--- src/rtl/tiny_dnn_seq_if.sv ---
// Sequencer-to-core-array bus: shared core strobes/addresses plus the result
// stream presented to the collector.
interface tiny_dnn_seq_if #(
    parameter int out_num = 16
);
    localparam int idx_w = (out_num > 1) ? $clog2(out_num) : 1;

    logic             init;
    logic             exec;
    logic             bias;
    logic             dwconv;
    logic             update;
    logic             outr;
    logic [10:0]      ra;
    logic [10:0]      ia;
    logic             out_valid;
    logic             out_ready;
    logic [idx_w-1:0] out_idx;

    modport master (
        output init, exec, bias, dwconv, update, outr, ra, ia,
        output out_valid, out_idx,
        input  out_ready
    );

    modport slave (
        input  init, exec, bias, dwconv, update, outr, ra, ia,
        input  out_valid, out_idx,
        output out_ready
    );
endinterface

--- src/rtl/tiny_dnn_seq.sv ---
// Pass sequencer for a chain of tiny_dnn_core MAC cores: clear, MAC, optional
// bias, pipeline flush, then serial drain of every core's result.
//
// state   | meaning
// IDLE    | waiting for start, configuration latched on start
// INIT    | one cycle of accumulator clear
// EXEC    | len MAC cycles, address counter walks 0..len-1
// BIAS    | one bias-add cycle (only when bias_en was latched)
// FLUSH   | flush cycles with strobes low while the core pipeline empties
// DRAIN   | out_num result beats through the outr shift chain
// DONE    | one-cycle done pulse
module tiny_dnn_seq #(
    parameter int f_size  = 1024,
    parameter int fs_size = 10,
    parameter int out_num = 16,
    parameter int flush   = 3
) (
    input  logic        clk,
    input  logic        reset,
    input  logic        start,
    input  logic        mode_dw,
    input  logic        bias_en,
    input  logic        bank,
    input  logic [10:0] kernel_len,
    input  logic [9:0]  ia_base,
    output logic        busy,
    output logic        done,
    tiny_dnn_seq_if.master core
);
    localparam int idx_w = (out_num > 1) ? $clog2(out_num) : 1;
    localparam logic [idx_w-1:0] last_idx = idx_w'(out_num - 1);
    localparam logic [10:0] flush_ld = 11'((flush > 0) ? flush - 1 : 0);

    typedef enum logic [2:0] {
        S_IDLE, S_INIT, S_EXEC, S_BIAS, S_FLUSH, S_DRAIN, S_DONE
    } state_t;

    state_t           state_q, state_d;
    logic [10:0]      rem_q, rem_d;
    logic [9:0]       c_q, c_d;
    logic [idx_w-1:0] idx_q, idx_d;
    logic             mdw_q, mdw_d, ben_q, ben_d, bnk_q, bnk_d;
    logic [10:0]      len_q, len_d;
    logic [9:0]       iab_q, iab_d;
    logic [10:0]      len_max;
    logic             go_post;

    logic             init_d, exec_d, bias_d, dwconv_d, update_d, valid_d;
    logic             busy_d, done_d;
    logic [10:0]      ra_d, ia_d;
    logic [idx_w-1:0] out_idx_d;

    always_comb begin
        state_d = state_q;
        rem_d   = rem_q;
        c_d     = c_q;
        idx_d   = idx_q;
        mdw_d   = mdw_q;
        ben_d   = ben_q;
        bnk_d   = bnk_q;
        len_d   = len_q;
        iab_d   = iab_q;
        go_post = 1'b0;
        len_max = mode_dw ? 11'(fs_size - 1) : 11'(f_size - 1);

        case (state_q)
            S_IDLE: if (start) begin
                mdw_d   = mode_dw;
                ben_d   = bias_en;
                bnk_d   = bank;
                iab_d   = ia_base;
                len_d   = (kernel_len > len_max) ? len_max : kernel_len;
                state_d = S_INIT;
            end
            S_INIT: begin
                if (len_q != 11'd0) begin
                    state_d = S_EXEC;
                    rem_d   = len_q - 11'd1;
                    c_d     = 10'd0;
                end else if (ben_q) begin
                    state_d = S_BIAS;
                end else begin
                    go_post = 1'b1;
                end
            end
            S_EXEC: begin
                if (rem_q == 11'd0) begin
                    if (ben_q) state_d = S_BIAS;
                    else       go_post = 1'b1;
                end else begin
                    rem_d = rem_q - 11'd1;
                    c_d   = c_q + 10'd1;
                end
            end
            S_BIAS:  go_post = 1'b1;
            S_FLUSH: begin
                if (rem_q == 11'd0) begin
                    state_d = S_DRAIN;
                    idx_d   = '0;
                end else begin
                    rem_d = rem_q - 11'd1;
                end
            end
            S_DRAIN: if (core.out_ready) begin
                if (idx_q == last_idx) state_d = S_DONE;
                else                   idx_d   = idx_q + 1'b1;
            end
            S_DONE:  state_d = S_IDLE;
            default: state_d = S_IDLE;
        endcase

        // A zero-depth core pipeline goes straight from the last MAC to the drain.
        if (go_post) begin
            if (flush > 0) begin
                state_d = S_FLUSH;
                rem_d   = flush_ld;
            end else begin
                state_d = S_DRAIN;
                idx_d   = '0;
            end
        end

        init_d    = (state_d == S_INIT);
        exec_d    = (state_d == S_EXEC);
        bias_d    = (state_d == S_BIAS);
        valid_d   = (state_d == S_DRAIN);
        update_d  = valid_d && (idx_d == '0);
        out_idx_d = valid_d ? idx_d : '0;
        busy_d    = (state_d != S_IDLE);
        done_d    = (state_d == S_DONE);
        dwconv_d  = mdw_d && (state_d inside {S_INIT, S_EXEC, S_BIAS, S_FLUSH, S_DRAIN});
        ra_d      = exec_d ? {bnk_d, c_d} : (bias_d ? {bnk_d, 10'd0} : 11'd0);
        ia_d      = (exec_d && mdw_d) ? {bnk_d, iab_d + c_d} : 11'd0;
    end

    always_ff @(posedge clk) begin
        if (reset) begin
            state_q        <= S_IDLE;
            rem_q          <= '0;
            c_q            <= '0;
            idx_q          <= '0;
            mdw_q          <= 1'b0;
            ben_q          <= 1'b0;
            bnk_q          <= 1'b0;
            len_q          <= '0;
            iab_q          <= '0;
            core.init      <= 1'b0;
            core.exec      <= 1'b0;
            core.bias      <= 1'b0;
            core.dwconv    <= 1'b0;
            core.update    <= 1'b0;
            core.ra        <= '0;
            core.ia        <= '0;
            core.out_valid <= 1'b0;
            core.out_idx   <= '0;
            busy           <= 1'b0;
            done           <= 1'b0;
        end else begin
            state_q        <= state_d;
            rem_q          <= rem_d;
            c_q            <= c_d;
            idx_q          <= idx_d;
            mdw_q          <= mdw_d;
            ben_q          <= ben_d;
            bnk_q          <= bnk_d;
            len_q          <= len_d;
            iab_q          <= iab_d;
            core.init      <= init_d;
            core.exec      <= exec_d;
            core.bias      <= bias_d;
            core.dwconv    <= dwconv_d;
            core.update    <= update_d;
            core.ra        <= ra_d;
            core.ia        <= ia_d;
            core.out_valid <= valid_d;
            core.out_idx   <= out_idx_d;
            busy           <= busy_d;
            done           <= done_d;
        end
    end

    // The chain must shift in the same cycle the collector accepts a beat.
    assign core.outr = core.out_valid & core.out_ready;
endmodule

--- src/flat_wrapper.sv ---
// flat-port wrapper written by rule: the top's interface ports become plain ports
module tiny_dnn_seq_flat 
#(
    parameter int f_size  = 1024,
    parameter int fs_size = 10,
    parameter int out_num = 16,
    parameter int flush   = 3
)
  (clk, reset, start, mode_dw, bias_en, bank, kernel_len, ia_base, busy, done, core_init, core_exec, core_bias, core_dwconv, core_update, core_outr, core_ra, core_ia, core_out_valid, core_out_idx, core_out_ready);
  tiny_dnn_seq_if #(.out_num(out_num)) core_i ();
  input  logic clk;
  input  logic reset;
  input  logic start;
  input  logic mode_dw;
  input  logic bias_en;
  input  logic bank;
  input  logic [10:0] kernel_len;
  input  logic [9:0] ia_base;
  output logic busy;
  output logic done;
  output wire logic [$bits(core_i.init)-1:0] core_init;
  output wire logic [$bits(core_i.exec)-1:0] core_exec;
  output wire logic [$bits(core_i.bias)-1:0] core_bias;
  output wire logic [$bits(core_i.dwconv)-1:0] core_dwconv;
  output wire logic [$bits(core_i.update)-1:0] core_update;
  output wire logic [$bits(core_i.outr)-1:0] core_outr;
  output wire logic [$bits(core_i.ra)-1:0] core_ra;
  output wire logic [$bits(core_i.ia)-1:0] core_ia;
  output wire logic [$bits(core_i.out_valid)-1:0] core_out_valid;
  output wire logic [$bits(core_i.out_idx)-1:0] core_out_idx;
  input wire logic [$bits(core_i.out_ready)-1:0] core_out_ready;
  assign core_init = core_i.init;
  assign core_exec = core_i.exec;
  assign core_bias = core_i.bias;
  assign core_dwconv = core_i.dwconv;
  assign core_update = core_i.update;
  assign core_outr = core_i.outr;
  assign core_ra = core_i.ra;
  assign core_ia = core_i.ia;
  assign core_out_valid = core_i.out_valid;
  assign core_out_idx = core_i.out_idx;
  assign core_i.out_ready = core_out_ready;
  tiny_dnn_seq #(.f_size(f_size), .fs_size(fs_size), .out_num(out_num), .flush(flush)) u_core (.clk(clk), .reset(reset), .start(start), .mode_dw(mode_dw), .bias_en(bias_en), .bank(bank), .kernel_len(kernel_len), .ia_base(ia_base), .busy(busy), .done(done), .core(core_i));
endmodule
--- config.mk ---
export PLATFORM = sky130hd
export DESIGN_NAME = tiny_dnn_seq_flat
export DESIGN_NICKNAME = d
export VERILOG_FILES = /design/src/rtl/tiny_dnn_seq_if.sv /design/src/rtl/tiny_dnn_seq.sv /design/src/flat_wrapper.sv
export SDC_FILE = /design/constraint.sdc
export NUM_CORES = 1
export LEC_CHECK = 0
export CORE_MARGIN = 3
export CORE_UTILIZATION = 49
export CTS_CLUSTER_SIZE = 30
export DETAILED_ROUTE_END_ITERATION = 8
export GPL_TIMING_DRIVEN = 1
export PLACE_DENSITY = 0.73
export SYNTH_ARGS = -nofsm -noshare
export SYNTH_HDL_FRONTEND = slang
export SYNTH_SLANG_ARGS = --single-unit
export TNS_END_PERCENT = 30
--- constraint.sdc ---
create_clock -name clk -period 4.1 [get_ports clk]
set_clock_uncertainty 0.2 [all_clocks]
set_input_delay 0.82 -clock clk [delete_from_list [all_inputs] [get_ports clk]]
set_output_delay 0.82 -clock clk [all_outputs]
set_load 0.02 [all_outputs]
==> impl_metrics.py <==
metrics = {
    "routing": {
        "antenna_left": 0,
        "wl_mm": 10.72,
        "viasPerCell": 5.757,
        "drt_iter0_markers": 220,
        "first_pass_iters": 6,
        "remaining_drc_errors": 0,
        "wl_per_cell_um": 15.12,
        "vias": 4082,
    },
    "synth": {
        "yosysTopAreaCell": "dfxtp_1",
        "synthDominantCellAreaShare": 0.3818,
        "syn_avg_cell_area_um2": 8.382,
        "synth_nets": 587,
        "synth_flop_cell": "dfxtp_1",
        "yosysMostFrequentCell": "dfxtp_1",
        "async_flop_share": 0,
        "yosysWarnings": 0,
        "synth_cells": 538,
        "yosys-top-cells-count": "dfxtp_1 (86), nor2_1 (84), a21oi_1 (39)",
        "synth_cell_types": 62,
        "ys_top_cells_by_area": "dfxtp_1 (38%), nor2_1 (7.0%), ha_1 (5.5%)",
        "synth-edff-count": 0,
        "syn-cell-area_mm2": 0.004509,
        "ys_seq_elements": 86,
        "yosysSeqAreaShare": 0.3818,
    },
    "global_routing": {
        "grt_max_degree": 43,
        "grt_first_pass_wirelength_mm": 17.68,
        "antenna_found_initial": 0,
        "grt_pass1_vias": 3810,
        "overflow": 0,
        "grt.total_usage": 0.2112,
    },
    "critical_path": {
        "cp_cell_sequence": "clkdlybuf4s50_1, nor4b_4, buf_12, mux2_2, ha_1, o211ai_1, o211ai_1, nand3_1, o311ai_0, xnor2_1, nor2_1",
        "cp.required_ns": 4.13,
        "crit_path_end_kind": "flip-flop",
        "critPathTopFamily": "compound AO/OA/AOI/OAI gates",
        "slowest_stage": "clkdlybuf4s50_1",
        "crit_buf_inv": 2,
        "path_max_fanout": 10,
        "cp.arrival_ns": 3.80,
        "start_kind": "input port",
        "cpMostUsedCell": "o211ai_1",
        "slowest_delay_ns": 0.51,
        "crit_type": "input port to flip-flop",
    },
    "sta": {
        "fin_crit_ns": 3.768,
        "fin_crit_sh": 0.9190,
        "slew_headroom": 0.4463,
        "rsz0062_at_grt": "no",
        "drv_slew": 0,
        "setup_tns_ns": 0,
        "tightest_slew_ns": 0.8306,
        "setup_viol": 0,
        "max_freq_ghz": 0.2654,
        "setup_slack_ns": 0.3322,
        "finalHoldViolations": 0,
    },
    "clock_network": {
        "hold_buffers": 0,
        "tritoncts": "done",
        "clkLatencyLatePin_ns": 0.36,
        "clock_path_buffers": 2,
        "cts_root_buffer": "clkbuf_8",
        "cts_buffers": 9,
        "cts_max_level": 3,
        "cts.sinks": 86,
        "cts.reportedPaths.clkPinSlew_ns": 0.08,
    },
    "power": {
        "ir_drop_v": 0.0002524,
        "powerDensity_mw_per_mm2": 683.4,
        "p_leak_nw": 2.159,
        "swShare": 0.4364,
        "power.internal_mw": 2.106,
        "seq_power_share": 0.314,
        "pwr-share-comb": 0.526,
        "switchingPower_mw": 1.631,
        "pwr-share-clk": 0.160,
    },
    "layout": {
        "nNetsFinal": 646,
        "num_antenna_cells": 0,
        "drive_gt1_frac": 0.09151,
        "instances_no_fill": 709,
        "num-fill-cells": 772,
        "area_growth_pct": 21.25,
        "final_util": 0.6179,
    },
    "place": {
        "gp_congestion": 0.9089,
        "place_inst": 694,
        "post-dp-hpwl_mm": 7.832,
        "post-place-ws_ns": 0.03246,
        "portBuffers": 62,
    },
    "floorplan": {
        "die_h_um": 101.9,
        "core_area_mm2": 0.008848,
        "row_count": 34,
        "die_area_mm2": 0.01039,
        "fp.dieW_um": 101.9,
        "num_io_pins": 63,
        "floorplan.initialDensity": 0.5096,
    },
    "run": {
        "maxCapViolCount": 0,
    },
    "status": {
        "status": "finished clean",
    },
    "worst_hold_path": {
        "worst_hold_path_type": "flip-flop to flip-flop",
    },
}
through the flow:
stage	power, mW	cell area, um^2	hold WS (ns)
detailed placement	3.118	5266	0.2717
global placement	3.080	5266	0.2646
finish	3.736	5468	0.2997
global route	4.024	5468	0.3257
CTS	3.726	5464	0.2836
floorplan	2.575	4509	0.2501
sequential cells by signal, summed over array words and instances (netlist names):
register	count
u_core.done	1
u_core.ben_q	1
u_core.core.update	1
u_core.busy	1
u_core.idx_q	4
u_core.core.init	1
u_core.core.bias	1
u_core.core.ia	11
u_core.mdw_q	1
u_core.iab_q	10
u_core.len_q	11
u_core.core.exec	1
u_core.c_q	10
u_core.core.out_idx	4
u_core.core.out_valid	1
u_core.state_q	3
u_core.rem_q	11
u_core.core.dwconv	1
u_core.core.ra	11
u_core.bnk_q	1
final timing paths:
path                                       end  depth (start not counted)  slack, ns                          from
hold / removal    u_core.rem_q[5]$_SDFFE_PP0P_                          2       0.30  u_core.rem_q[5]$_SDFFE_PP0P_
setup reg to reg  u_core.core.ia[8]$_SDFF_PP0_                         15       0.36  u_core.rem_q[1]$_SDFFE_PP0P_
hold reg to reg   u_core.rem_q[5]$_SDFFE_PP0P_                          2       0.30  u_core.rem_q[5]$_SDFFE_PP0P_
setup / recovery  u_core.core.ia[9]$_SDFF_PP0_                         11       0.33                         start
cell usage in the layout (no fill, tap or decap), drive strengths merged, types with 15 or more instances in the layout:
| cell | instances |
|---|---|
| dfxtp | 86 |
| nor2 | 84 |
| clkdlybuf4s50 | 62 |
| a21oi | 39 |
| nand2 | 30 |
| o21ai | 26 |
| ha | 20 |
| nor3 | 19 |
| inv | 18 |
| nand3 | 18 |
| nor2b | 17 |
| a211oi | 15 |
| buf | 15 |
layout make-up:
cell class	count	area [um^2]	area share
Clock buffer	10	137.6	0.02517
Timing Repair Buffer	77	745.7	0.1364
Clock inverter	5	60.06	0.01098
Sequential cell	86	1723	0.3151
Inverter	18	67.56	0.01236
Multi-Input combinational cell	405	2599	0.4753
Tap cell	108	135.1	0.02471
logic make-up (layout without fill, tap and decap cells):
group | Yosys count | in the layout | synth area share
adders and majority gates | 21 | 21 | 0.05993
buffers and inverters | 47 | 110 | 0.04245
and+or+nand+nor | 223 | 223 | 0.2622
xor gates and xnor gates | 10 | 10 | 0.01942
DFF | 86 | 86 | 0.3818
muxes | 20 | 20 | 0.04717
AOI/OAI and AO/OA | 131 | 131 | 0.1870
power groups by stage:
stage / clock network [mW] / logic, mW / registers, mW
floorplan: 0 / 1.42 / 1.16
global placement: 0 / 1.90 / 1.18
global route: 0.648 / 2.18 / 1.20
CTS: 0.616 / 1.94 / 1.17
finish: 0.599 / 1.96 / 1.17
detailed placement: 0 / 1.93 / 1.19
worst reg2reg max path, cell delays in order (launching register included):
cell	delay [ns]
dfxtp_1	0.38
nor4_4	0.54
a311oi_1	0.18
o21bai_1	0.47
nand2_1	0.11
o21a_1	0.14
inv_1	0.07
ha_1	0.19
inv_1	0.06
fa_1	0.38
nor2b_1	0.15
o21ai_0	0.09
nand2b_1	0.14
a311oi_1	0.14
o31a_1	0.32
nor3_1	0.11
layer usage:
| metal | share of wire | track usage | up-vias |
|---|---|---|---|
| met5 | 0 | 0 | - |
| met4 | 0.031 | 0.1060 | 0 |
| met3 | 0.048 | 0.03891 | 27 |
| met2 | 0.47 | 0.3451 | 124 |
| met1 | 0.45 | 0.2680 | 1884 |
| li1 | - | - | 2047 |
timing repair:
| action | 4_1_cts | 5_1_grt |
|---|---|---|
| gates resized for setup | 0 | 2 |
| endpoints found under the setup margin | 0 | 1 |
| setup buffers | 0 | 0 |
Note: power is estimated with default switching activity, not from simulation.
